[src/rtl/vram_arbiter_if.sv]
// VRAM arbiter bus bundle: video fetch port, CPU-snoop write port and
// the VRAM pin-side strobes. The slave modport is the arbiter's view.
interface vram_arbiter_if;
    logic [2:0]  seq;
    logic        vidActive;
    logic [14:0] vidAddr;
    logic        vidBufSel;
    logic [7:0]  vidData;
    logic        vidValid;
    logic        wrReq;
    logic [14:0] wrAddr;
    logic [7:0]  wrData;
    logic        wrBuf;
    logic        wrFull;
    logic        wrOverflow;
    logic [14:0] vramAddr;
    logic [7:0]  vramDout;
    logic        vramDoe;
    logic [7:0]  vramDin;
    logic        nvramOE;
    logic        nvramWE;
    logic        nvramCE0;
    logic        nvramCE1;

    modport master (
        output seq, vidActive, vidAddr, vidBufSel, wrReq, wrAddr, wrData, wrBuf, vramDin,
        input  vidData, vidValid, wrFull, wrOverflow, vramAddr, vramDout, vramDoe,
        input  nvramOE, nvramWE, nvramCE0, nvramCE1
    );

    modport slave (
        input  seq, vidActive, vidAddr, vidBufSel, wrReq, wrAddr, wrData, wrBuf, vramDin,
        output vidData, vidValid, wrFull, wrOverflow, vramAddr, vramDout, vramDoe,
        output nvramOE, nvramWE, nvramCE0, nvramCE1
    );
endinterface

[src/rtl/vram_arbiter.sv]
// VRAM arbiter: splits each 8-clock byte cycle into two 4-clock slots.
// Slot A serves the video fetch when the display is active, otherwise a
// queued CPU write; slot B only ever serves queued writes.
// Build option VRAM_ARB_FIFO_EN: 4-deep write queue; undefined: a single
// holding register.
module vram_arbiter (
    input  logic          pixClk,
    input  logic          reset,
    vram_arbiter_if.slave bus
);
    localparam int unsigned AW = 15;
    localparam int unsigned DW = 8;
`ifdef VRAM_ARB_FIFO_EN
    localparam int unsigned DEPTH = 4;
    localparam int unsigned PW    = 2;
    localparam int unsigned CW    = 3;
`else
    localparam int unsigned DEPTH = 1;
    localparam int unsigned PW    = 1;
    localparam int unsigned CW    = 1;
`endif

    typedef enum logic [1:0] {IDLE = 2'd0, RD = 2'd1, WR = 2'd2} state_t;

    typedef struct packed {
        logic [AW-1:0] addr;
        logic [DW-1:0] data;
        logic          buf_sel;
    } wr_entry_t;

    state_t        state, state_nx;
    logic [1:0]    phase, phase_nx;

    wr_entry_t     fifo_mem [DEPTH];
    wr_entry_t     head;
    logic [PW-1:0] wr_ptr, rd_ptr;
    logic [CW-1:0] count;
    logic          push, pop, full, ovf_q;

    logic [AW-1:0] addr_q, addr_nx;
    logic [DW-1:0] dout_q, dout_nx;
    logic [DW-1:0] vid_data_q, vid_data_nx;
    logic          doe_q, doe_nx;
    logic          oe_n_q, oe_n_nx;
    logic          we_n_q, we_n_nx;
    logic          ce0_n_q, ce0_n_nx;
    logic          ce1_n_q, ce1_n_nx;
    logic          vid_valid_q, vid_valid_nx;

    assign head = fifo_mem[rd_ptr];
    assign full = (count == CW'(DEPTH));
    assign push = bus.wrReq && !full;

    assign bus.wrFull     = full;
    assign bus.wrOverflow = ovf_q;
    assign bus.vramAddr   = addr_q;
    assign bus.vramDout   = dout_q;
    assign bus.vramDoe    = doe_q;
    assign bus.nvramOE    = oe_n_q;
    assign bus.nvramWE    = we_n_q;
    assign bus.nvramCE0   = ce0_n_q;
    assign bus.nvramCE1   = ce1_n_q;
    assign bus.vidData    = vid_data_q;
    assign bus.vidValid   = vid_valid_q;

    // Next-state and next-output decode; an op runs 4 clocks, then re-decides on a slot boundary.
    always_comb begin
        state_nx     = state;
        phase_nx     = phase + 2'd1;
        addr_nx      = addr_q;
        dout_nx      = dout_q;
        doe_nx       = doe_q;
        oe_n_nx      = oe_n_q;
        we_n_nx      = 1'b1;
        ce0_n_nx     = ce0_n_q;
        ce1_n_nx     = ce1_n_q;
        vid_data_nx  = vid_data_q;
        vid_valid_nx = 1'b0;
        pop          = 1'b0;

        if (state == RD && phase == 2'd3) begin
            vid_data_nx  = bus.vramDin;
            vid_valid_nx = 1'b1;
        end

        if (state == IDLE || phase == 2'd3) begin
            phase_nx = 2'd0;
            state_nx = IDLE;
            addr_nx  = '0;
            dout_nx  = '0;
            doe_nx   = 1'b0;
            oe_n_nx  = 1'b1;
            ce0_n_nx = 1'b1;
            ce1_n_nx = 1'b1;
            if (bus.seq == 3'd0 && bus.vidActive) begin
                state_nx = RD;
                addr_nx  = bus.vidAddr;
                oe_n_nx  = 1'b0;
                ce0_n_nx = bus.vidBufSel;
                ce1_n_nx = !bus.vidBufSel;
            end else if ((bus.seq == 3'd0 || bus.seq == 3'd4) && count != '0) begin
                state_nx = WR;
                pop      = 1'b1;
                addr_nx  = head.addr;
                dout_nx  = head.data;
                doe_nx   = 1'b1;
                ce0_n_nx = head.buf_sel;
                ce1_n_nx = !head.buf_sel;
            end
        end else begin
            // WE low only in the two middle clocks of a write.
            we_n_nx = !(state == WR && phase != 2'd2);
        end
    end

    // State and registered pin outputs.
    always_ff @(posedge pixClk) begin
        if (reset) begin
            state       <= IDLE;
            phase       <= 2'd0;
            addr_q      <= '0;
            dout_q      <= '0;
            doe_q       <= 1'b0;
            oe_n_q      <= 1'b1;
            we_n_q      <= 1'b1;
            ce0_n_q     <= 1'b1;
            ce1_n_q     <= 1'b1;
            vid_data_q  <= '0;
            vid_valid_q <= 1'b0;
        end else begin
            state       <= state_nx;
            phase       <= phase_nx;
            addr_q      <= addr_nx;
            dout_q      <= dout_nx;
            doe_q       <= doe_nx;
            oe_n_q      <= oe_n_nx;
            we_n_q      <= we_n_nx;
            ce0_n_q     <= ce0_n_nx;
            ce1_n_q     <= ce1_n_nx;
            vid_data_q  <= vid_data_nx;
            vid_valid_q <= vid_valid_nx;
        end
    end

    // Write-queue pointers, occupancy and sticky overflow flag.
    always_ff @(posedge pixClk) begin
        if (reset) begin
            wr_ptr <= '0;
            rd_ptr <= '0;
            count  <= '0;
            ovf_q  <= 1'b0;
        end else begin
            if (push) begin
                wr_ptr <= (wr_ptr == PW'(DEPTH - 1)) ? '0 : wr_ptr + PW'(1);
            end
            if (pop) begin
                rd_ptr <= (rd_ptr == PW'(DEPTH - 1)) ? '0 : rd_ptr + PW'(1);
            end
            case ({push, pop})
                2'b10:   count <= count + CW'(1);
                2'b01:   count <= count - CW'(1);
                default: count <= count;
            endcase
            if (bus.wrReq && full) begin
                ovf_q <= 1'b1;
            end
        end
    end

    // Write-queue storage; contents are don't-care while the slot is empty.
    always_ff @(posedge pixClk) begin
        if (push) begin
            fifo_mem[wr_ptr] <= '{addr: bus.wrAddr, data: bus.wrData, buf_sel: bus.wrBuf};
        end
    end
endmodule

[src/flat_wrapper.sv]
// flat-port wrapper written by rule: the top's interface ports become plain ports
module vram_arbiter_flat 
  (pixClk, reset, bus_seq, bus_vidActive, bus_vidAddr, bus_vidBufSel, bus_wrReq, bus_wrAddr, bus_wrData, bus_wrBuf, bus_vramDin, bus_vidData, bus_vidValid, bus_wrFull, bus_wrOverflow, bus_vramAddr, bus_vramDout, bus_vramDoe, bus_nvramOE, bus_nvramWE, bus_nvramCE0, bus_nvramCE1);
  vram_arbiter_if bus_i ();
  input  logic pixClk;
  input  logic reset;
  input wire logic [$bits(bus_i.seq)-1:0] bus_seq;
  input wire logic [$bits(bus_i.vidActive)-1:0] bus_vidActive;
  input wire logic [$bits(bus_i.vidAddr)-1:0] bus_vidAddr;
  input wire logic [$bits(bus_i.vidBufSel)-1:0] bus_vidBufSel;
  input wire logic [$bits(bus_i.wrReq)-1:0] bus_wrReq;
  input wire logic [$bits(bus_i.wrAddr)-1:0] bus_wrAddr;
  input wire logic [$bits(bus_i.wrData)-1:0] bus_wrData;
  input wire logic [$bits(bus_i.wrBuf)-1:0] bus_wrBuf;
  input wire logic [$bits(bus_i.vramDin)-1:0] bus_vramDin;
  output wire logic [$bits(bus_i.vidData)-1:0] bus_vidData;
  output wire logic [$bits(bus_i.vidValid)-1:0] bus_vidValid;
  output wire logic [$bits(bus_i.wrFull)-1:0] bus_wrFull;
  output wire logic [$bits(bus_i.wrOverflow)-1:0] bus_wrOverflow;
  output wire logic [$bits(bus_i.vramAddr)-1:0] bus_vramAddr;
  output wire logic [$bits(bus_i.vramDout)-1:0] bus_vramDout;
  output wire logic [$bits(bus_i.vramDoe)-1:0] bus_vramDoe;
  output wire logic [$bits(bus_i.nvramOE)-1:0] bus_nvramOE;
  output wire logic [$bits(bus_i.nvramWE)-1:0] bus_nvramWE;
  output wire logic [$bits(bus_i.nvramCE0)-1:0] bus_nvramCE0;
  output wire logic [$bits(bus_i.nvramCE1)-1:0] bus_nvramCE1;
  assign bus_i.seq = bus_seq;
  assign bus_i.vidActive = bus_vidActive;
  assign bus_i.vidAddr = bus_vidAddr;
  assign bus_i.vidBufSel = bus_vidBufSel;
  assign bus_i.wrReq = bus_wrReq;
  assign bus_i.wrAddr = bus_wrAddr;
  assign bus_i.wrData = bus_wrData;
  assign bus_i.wrBuf = bus_wrBuf;
  assign bus_i.vramDin = bus_vramDin;
  assign bus_vidData = bus_i.vidData;
  assign bus_vidValid = bus_i.vidValid;
  assign bus_wrFull = bus_i.wrFull;
  assign bus_wrOverflow = bus_i.wrOverflow;
  assign bus_vramAddr = bus_i.vramAddr;
  assign bus_vramDout = bus_i.vramDout;
  assign bus_vramDoe = bus_i.vramDoe;
  assign bus_nvramOE = bus_i.nvramOE;
  assign bus_nvramWE = bus_i.nvramWE;
  assign bus_nvramCE0 = bus_i.nvramCE0;
  assign bus_nvramCE1 = bus_i.nvramCE1;
  vram_arbiter u_core (.pixClk(pixClk), .reset(reset), .bus(bus_i));
endmodule
[config.mk]
export PLATFORM = sky130hd
export DESIGN_NAME = vram_arbiter_flat
export DESIGN_NICKNAME = d
export VERILOG_FILES = /design/src/rtl/vram_arbiter_if.sv /design/src/rtl/vram_arbiter.sv /design/src/flat_wrapper.sv
export SDC_FILE = /design/constraint.sdc
export NUM_CORES = 1
export LEC_CHECK = 0
export ABC_AREA = 1
export CAP_MARGIN = 10
export CELL_PAD_IN_SITES_DETAIL_PLACEMENT = 0
export CELL_PAD_IN_SITES_GLOBAL_PLACEMENT = 2
export CORE_MARGIN = 2
export CORE_UTILIZATION = 25
export CTS_BUF_LIST = sky130_fd_sc_hd__clkbuf_8
export CTS_CLUSTER_SIZE = 8
export DETAILED_ROUTE_END_ITERATION = 7
export DONT_BUFFER_PORTS = 1
export GPL_TIMING_DRIVEN = 0
export PLACE_DENSITY = 0.55
export SYNTH_ARGS = -nofsm -noshare
export SYNTH_HDL_FRONTEND = slang
export SYNTH_SLANG_ARGS = --single-unit
[constraint.sdc]
create_clock -name pixClk -period 3.6 [get_ports pixClk]
set_input_delay 0 -clock pixClk [delete_from_list [all_inputs] [get_ports pixClk]]
set_output_delay 0 -clock pixClk [all_outputs]
set_load 0.03 [all_outputs]
Word-level counts from Yosys, hierarchy flattened. Memory sizes are Yosys's and may differ from the RTL's. Cells that the tools add are included.

Output and inout port bits: 39. Bits in registers: 43. Memories: 1. Memory bits (writable): 24.

Multiplexer cells: 18. $add $sub $neg: 3. Reductions and logical operators: 16. Equal/unequal tests: 7.

Memories: u_core.fifo_mem (words 1, bits a word 24, rd ports 1, clocked after memory_dff 0, write ports 1, RTL line vram_arbiter.sv:34) `wr_entry_t fifo_mem [DEPTH];`.

Operators with widths (number): 2-to-1 mux 15 bit (2); 2-to-1 mux 8 bit (2); 2-to-1 mux 1 bit (11); == test 2 bit (second input constant) (3); logical AND 1 bit (6); == test 2 x 1 -> 1 bit (second input constant) (2); logical NOT 1 bit (4); 2-to-1 mux 2 bit (2); == test 3 bit (second input constant) (1); logical NOT 3 bit (1); adder 2 x 1 -> 2 bit (second input constant) (1); logical NOT 2 bit (1); logical OR 1 bit (2); != test 2 bit (second input constant) (1); case mux 1 bit (2 select lines) (1); nonzero test 2 bit (1); OR reduction 2 bit (1); adder 1 bit (second input constant) (1); subtractor 1 bit (second input constant) (1).

Logic depth before layout (Yosys ltp). Gate-level depths: netlist of the first run.

Depth in word-level cells: 8. Mapped depth: 9. Depth with buffers taken out: 8.

Worst setup path before layout of the first run. Ideal clock, no wire load.

Path kind: reg2reg. Start point: register u_core.count, in the netlist u_core.bus.wrFull. End point: memory u_core.fifo_mem[0][0] in the netlist's numbering, enable pin. Slack: 1.678 ns. Data required time: 3.195 ns. Path buffers: 0. Setup time: 0.405 ns. Period minus slack after synthesis: 1.922 ns. Stages on the path, launching flop included: 2. Arrival time: 1.517 ns. Cells stage by stage: dfxtp_1 > nor2_1.

Cells in the longest elaborated chain, start to end: 4.

RTL lines: start: declaration (RTL line vram_arbiter.sv:37) `logic [CW-1:0] count;`; start signal: assignment (RTL line vram_arbiter.sv:160) `2'b10: count <= count + CW'(1);`; start signal: assignment (RTL line vram_arbiter.sv:161) `2'b01: count <= count - CW'(1);`; start signal: assignment (RTL line vram_arbiter.sv:162) `default: count <= count;`; logical NOT 1 bit (RTL line vram_arbiter.sv:52) `assign push = bus.wrReq && !full;`; logical AND 1 bit (RTL line vram_arbiter.sv:52); net u_core.push (RTL line vram_arbiter.sv:38) `logic push, pop, full, ovf_q;`; 2-to-1 mux 1 bit (RTL line vram_arbiter.sv:172) `if (push) begin`; 2-to-1 mux 1 bit (not written as such) (RTL line vram_arbiter.sv:173) `fifo_mem[wr_ptr] <= '{addr: bus.wrAddr, data: bus.wrData, buf_sel: bus.wrBuf};`; end: declaration (RTL line vram_arbiter.sv:34).

The timed path passes the listed nets, and every way through them passes these cells.

Worst setup path in the final report of the first run.
Start point: register u_core.count, in the netlist u_core.bus.wrFull. End point: register u_core.ce0_n_q, in the netlist u_core.bus.nvramCE0.

Cells in the longest elaborated chain, start to end: 3.

RTL lines: logical AND 1 bit (RTL line vram_arbiter.sv:101) `end else if ((bus.seq == 3'd0 || bus.seq == 3'd4) && count != '0) begin`; 2-to-1 mux 1 bit (RTL line vram_arbiter.sv:101); 2-to-1 mux 1 bit (RTL line vram_arbiter.sv:95) `if (bus.seq == 3'd0 && bus.vidActive) begin`; end signal: assignment (RTL line vram_arbiter.sv:138) `ce0_n_q <= ce0_n_nx;`; end: declaration (RTL line vram_arbiter.sv:46) `logic ce0_n_q, ce0_n_nx;`.

No other way between the ends. A chain may end at the register's enable or synchronous reset.

==> results of run 1 <==
## metal layers
metal  global-route usage [%]  share of wire (%)  up-vias
met5                        0                  0        -
met4                     4.29                1.2        0
met3                     5.80                8.0       10
met2                     20.9                 46       59
met1                     16.3                 45      902
li1                         -                  -     1026
## Yosys cell counts
cell / instances / area share (%)
sky130_fd_sc_hd__nor3_2: 1 / 0.39
sky130_fd_sc_hd__edfxtp_1: 24 / 28
sky130_fd_sc_hd__o21ai_0: 18 / 3.6
sky130_fd_sc_hd__clkbuf_1: 4 / 0.59
sky130_fd_sc_hd__nand2_1: 70 / 10
sky130_fd_sc_hd__nand3_1: 21 / 4.1
sky130_fd_sc_hd__nor3_1: 1 / 0.20
sky130_fd_sc_hd__dfxtp_1: 42 / 33
sky130_fd_sc_hd__inv_2: 5 / 0.74
sky130_fd_sc_hd__inv_1: 9 / 1.3
sky130_fd_sc_hd__a21oi_1: 3 / 0.59
sky130_fd_sc_hd__buf_2: 1 / 0.20
sky130_fd_sc_hd__buf_4: 2 / 0.59
sky130_fd_sc_hd__buf_6: 3 / 1.3
sky130_fd_sc_hd__ha_1: 2 / 0.99
sky130_fd_sc_hd__nor2_4: 1 / 0.44
sky130_fd_sc_hd__nand2_4: 1 / 0.44
sky130_fd_sc_hd__nand2_2: 1 / 0.25
sky130_fd_sc_hd__o21ai_2: 1 / 0.35
sky130_fd_sc_hd__nand3b_1: 1 / 0.30
sky130_fd_sc_hd__nor2_1: 60 / 8.9
sky130_fd_sc_hd__nor2_2: 11 / 2.7
## cell type report
cell class	instances	area (sq um)	area share [%]
Inverter	14	52.6	1.50
Tap cell	133	166	4.76
Buffer	10	68.8	1.97
Multi-Input combinational cell	192	855	24.5
Clock buffer	10	138	3.94
Clock inverter	6	138	3.94
Sequential cell	66	1560	44.7
Timing Repair Buffer	51	515	14.8
## worst paths after layout
check	startpoint	endpoint	slack, ns	cells past startpoint
min reg2reg	u_core.phase[0]$_SDFF_PP0_	u_core.phase[0]$_SDFF_PP0_	0.45	1
max	u_core.bus.wrFull$_SDFFE_PP0P_	u_core.bus.nvramCE0$_SDFFE_PP1P_	1.93	6
min	bus_vidActive	u_core.bus.nvramCE1$_SDFFE_PP1P_	0.05	4
max reg2reg	u_core.bus.wrFull$_SDFFE_PP0P_	u_core.bus.nvramCE0$_SDFFE_PP1P_	1.93	6
## metrics by stage
| stage | std cells | setup slack, ns | instance area, sq um | hold slack [ns] | util, % |
|---|---|---|---|---|---|
| CTS | 482 | 1.90 | 3490 | 0.0130 | 35.6 |
| detailed placement | 416 | 1.91 | 2720 | 0.0989 | 27.7 |
| floorplan | 282 | 1.68 | 2530 | 0.0989 | - |
| global route | 482 | 1.79 | 3490 | 0.0366 | 35.6 |
| finish | 482 | 1.93 | 3490 | 0.0452 | 35.6 |
| global placement | 415 | 0.945 | 2700 | 0.0989 | 27.5 |
## report_power, final
| group | total (W) | internal [W] | switching (W) |
|---|---|---|---|
| Clock | 0.000851 | 0.000552 | 0.000299 |
| Sequential | 0.000841 | 0.000804 | 0.0000366 |
| Combinational | 0.000151 | 0.0000664 | 0.0000847 |
| Total | 0.00184 | 0.00142 | 0.000421 |
## worst max-delay path, delay by kind of cell, from the launching register on
| kind | cells | cell delay, ns |
|---|---|---|
| DFF | 1 | 0.63 |
| AOI/OAI and AO/OA | 1 | 0.15 |
| buffers and inverters | 3 | 0.40 |
| and+or+nand+nor | 2 | 0.39 |
## cells by family (layout without fill, tap and decap cells)
| family | Yosys count | after routing | synth area share (%) |
|---|---|---|---|
| flip-flops | 66 | 66 | 61.6 |
| AND/OR/NAND/NOR | 168 | 168 | 28.1 |
| adder cells (fa/ha/maj) | 2 | 2 | 0.987 |
| AO/OA/AOI/OAI | 22 | 22 | 4.49 |
| buffers and inverters | 24 | 91 | 4.79 |
## registers in the layout, indices dropped and copies added (netlist names), 2 cells and up
register / count
u_core.fifo_mem: 24
u_core.bus.vramAddr: 15
u_core.bus.vidData: 8
u_core.bus.vramDout: 8
u_core.phase: 2
u_core.state: 2
==> run metrics, run 1 <==
status finished, final reports clean; nets@finish approximately 400; highest achievable clock rate 599 MHz; cts hold-fix bufs 50; Routed WL 6810 um; number of placed I/O pins 94; remaining global-route overflow 0; crit path cell chain inv_2, nor2_4, buf_4, inv_1, o21ai_0, nand3b_1; final clock skew 0.00639 ns; number of buffers between clock root and the deepest sink 2; Critical Path Sink Type register; total power consumption of the routed design approximately 0.0018 W; cell at the slowest stage of the critical path sky130_fd_sc_hd__dfxtp_1; Static Leakage 1.38 nW; Least-Margin Pin Slew 0.634 ns; category of the worst setup path launch point register; antenna viol nets, final 0; Die Width 105 um; pin count of the biggest net entering global routing 17; root cell of the clock tree sky130_fd_sc_hd__clkbuf_8; arrival time of the worst setup path 1.89 ns; Clk Latency, worst-skew pair 0.34 ns; number of clock sinks 66; count of TritonRoute iterations in the first routing pass 4; diodes inserted 0; peak supply drop 205 uV; clock slew seen by the registers of the worst setup and hold paths 0.07 ns; portion of the clock cycle consumed by the worst path in the final layout 46.3%; Pwr per Cell Area 527 mW/mm^2; Rel. slew slack 57.5%; most used cells in the layout excluding fill and tap cells sky130_fd_sc_hd__nand2_1, sky130_fd_sc_hd__nor2_1, sky130_fd_sc_hd__dlygate4sd3_1, sky130_fd_sc_hd__dfxtp_1, sky130_fd_sc_hd__edfxtp_1; die area 0.0110 sq mm; highest cell delay on the worst timing path between 0.6 and 0.7 ns; post-synthesis cell type count 22; detailed-route DRC error count 0; wire length of the first global-routing pass 11000 um; post_cts resized 0; vertical extent of the die approximately 100 um; maximum level of the CTS H-tree 3; initial antenna violation count 0; setup repair after global routing missed its margin false; mean routed wirelength per cell 14.1 um; # setup viols final 0; count of warnings emitted by yosys 0; Post-DP HPWL 4530 um; DRC violation total after the first TritonRoute iteration 74; total count of hold-check failures in the final report 0; number of vias in the routed layout between 1500 and 2000; synthesized area 0.00253 sq mm; placeable core area 0.00982 sq mm; area overhead of the layout relative to synthesis 37.9%; net count after synthesis 339; required time at the worst-slack endpoint 3.83 ns; Slew Viols, Final 0; average cell area after synthesis 8.99 sq um; quantity of I/O buffers inserted on ports 0; critical path class register to register; class of the worst hold path input port to register; register area share after synthesis 61.6%; via-per-instance ratio 4.14; count of state elements after synthesis 66; highest net fanout along the worst path 10; leading cell type in the layout, fill and taps excluded sky130_fd_sc_hd__nand2_1; share of cells above drive strength 1 12.9%; clock tree from TritonCTS done; global-route total usage across every layer about an eighth; setup tns final 0 ns; gp weighted congestion about 0.7; num rows 36; CTS buffer count 9; Post-CTS Repair Setup Buffers 0; vias in the first global route 2077; min Tclk post-route 1.67 ns; count of mapped cells out of synthesis 282; initial core utilization 25.8%; max capacitance violation total 0; number of inserted filler cells in the final layout 1070
(Power assumes the default switching activity.)
==> run 2, diff against run 1 <==
--- a/config.mk
+++ b/config.mk
@@ -16,7 +16,7 @@
 export DETAILED_ROUTE_END_ITERATION = 7
 export DONT_BUFFER_PORTS = 1
 export GPL_TIMING_DRIVEN = 0
-export PLACE_DENSITY = 0.55
+export PLACE_DENSITY = 0.57
 export SYNTH_ARGS = -nofsm -noshare
 export SYNTH_HDL_FRONTEND = slang
 export SYNTH_SLANG_ARGS = --single-unit
==> constraint.sdc (replaced) <==
create_clock -name pixClk -period 1.5 [get_ports pixClk]
set_input_delay 0 -clock pixClk [delete_from_list [all_inputs] [get_ports pixClk]]
set_output_delay 0 -clock pixClk [all_outputs]
set_load 0.03 [all_outputs]
==> run metrics, run 2 (same netlist as run 1, synthesis figures left out) <==
most used cells in the layout excluding fill and tap cells sky130_fd_sc_hd__nand2_1, sky130_fd_sc_hd__nor2_1, sky130_fd_sc_hd__dlygate4sd3_1, sky130_fd_sc_hd__dfxtp_1, sky130_fd_sc_hd__edfxtp_1; via-per-instance ratio 4.13; worst setup slack after layout 0.0828 ns; global-route total usage across every layer a little over an eighth; status finished, final reports clean; highest cell delay on the worst timing path 0.63 ns; max capacitance violation total 0; Cell Area, Placed 0.00271 sq mm; vertical extent of the die 105 um; number of vias in the routed layout 2016; count of TritonRoute iterations in the first routing pass 4; Pwr per Cell Area 1110 mW/mm^2; class of the worst hold path input port to register; largest register by flop count u_core.fifo_mem; Clk Latency, worst-skew pair 0.34 ns; Least-Margin Pin Slew 0.810 ns; Slew Viols, Final 0; initial antenna violation count 0; root cell of the clock tree sky130_fd_sc_hd__clkbuf_8; final clock skew 0.00784 ns; initial core utilization between 20% and 30%; cell at the slowest stage of the critical path sky130_fd_sc_hd__nor2_4; number of buffers between clock root and the deepest sink 2; area overhead of the layout relative to synthesis 40.1%; DRC violation total after the first TritonRoute iteration 69; arrival time of the worst setup path 1.39 ns; portion of the clock cycle consumed by the worst path in the final layout around 94%; clock slew seen by the registers of the worst setup and hold paths 0.08 ns; number of placed I/O pins 94; category of the worst setup path launch point register; num rows 36; highest net fanout along the worst path 24; required time at the worst-slack endpoint 1.47 ns; Static Leakage 1.39 nW; worst setup slack before clock tree synthesis -0.189 ns; quantity of I/O buffers inserted on ports 0; mean routed wirelength per cell 14.3 um; pin count of the biggest net entering global routing 25; total count of hold-check failures in the final report 0; vias in the first global route 2043; Crit path max-delay family simple AND/OR/NAND/NOR gates; max reg flops 24; share of cells above drive strength 1 16.3%; Post-DP HPWL between 4000 and 5000 um; critical path class register to register; highest achievable clock rate 706 MHz; setup tns final 0 ns; # setup viols final 0; placeable core area 0.00982 sq mm; clock tree from TritonCTS done; maximum level of the CTS H-tree 3; peak supply drop 538 uV; crit path cell chain nor2_4; diodes inserted 0; Die Width about 100 um; Rel. slew slack between 40% and 50%; gp weighted congestion 0.667; CTS buffer count 9; leading cell type in the layout, fill and taps excluded sky130_fd_sc_hd__nand2_1; die area around 0.011 sq mm; detailed-route DRC error count 0; post-layout instance area 0.00355 sq mm; worst path buffer plus inverter count 0; antenna viol nets, final 0; min Tclk post-route 1.42 ns; Routed WL 6990 um; remaining global-route overflow 0; wire length of the first global-routing pass around 11000 um; Critical Path Sink Type register; nets@finish 407; number of clock sinks 66
[run 2: cell count changes in the layout (fill, tap and decap cells not counted), sizes merged]
cell / before / now
bufinv: 4 / 1
clkinv: 2 / 5
buf: 7 / 12
clkinvlp: 0 / 1
[run 2: stage by stage]
stage	utilization (%)	total power, W	std cells	hold slack (ns)
after global routing	36.2	0.00414	488	0.0537
after global placement	27.6	0.00232	415	0.0989
after detailed placement	27.6	0.00232	415	0.0989
after CTS	35.1	0.00397	482	0.00213
final	36.2	0.00395	488	0.0191
after floorplan	-	0.00223	282	0.0989
[run 2: timing repair]
item,CTS,global route
endpoints found under the setup margin,53,33
pin swaps,0,4
cloned,0,1
buffers inserted,2,5
hold buffers,50,0
resized for setup,8,18
hold endpoints to repair,61,0
[run 2: final timing paths]
kind                                                startpoint                                to  slack [ns]  depth (start not counted)
worst max-delay path            u_core.bus.wrFull$_SDFFE_PP0P_  u_core.fifo_mem[0][16]$_DFFE_PP_        0.08                          1
worst min-delay path                             bus_vidActive  u_core.bus.nvramCE1$_SDFFE_PP1P_        0.02                          4
worst max register to register  u_core.bus.wrFull$_SDFFE_PP0P_  u_core.fifo_mem[0][16]$_DFFE_PP_        0.08                          1
worst min register to register      u_core.phase[0]$_SDFF_PP0_        u_core.phase[0]$_SDFF_PP0_        0.45                          1
[run 2: area by class of cell]
cell class,count,area (sq um)
plain buffers,9,76.3
clock buffers,9,124
flip-flops and latches,66,1570
fillers,1039,6270
clock inverters,7,70.1
well taps,133,166
inverters,14,60.1
repair buffers,58,578
multi-input cells,192,907
[run 2: routing by layer]
metal | part of all wire (%) | global-route usage, % | vias to the layer above | wire length [um]
met1 | 47 | 17.5 | 902 | 3300
met2 | 44 | 20.0 | 65 | 3080
met4 | 1.6 | 4.86 | 0 | 113
met5 | 0 | 0 | - | 0
met3 | 7.1 | 4.49 | 10 | 493
li1 | - | - | 1039 | -
[run 2: power by group]
part	leakage [nW]	total (W)	internal [W]	switching, W
logic	0.715	0.000422	0.000200	0.000222
clock network	0.0990	0.00150	0.000764	0.000738
registers	0.571	0.00202	0.00193	0.0000906
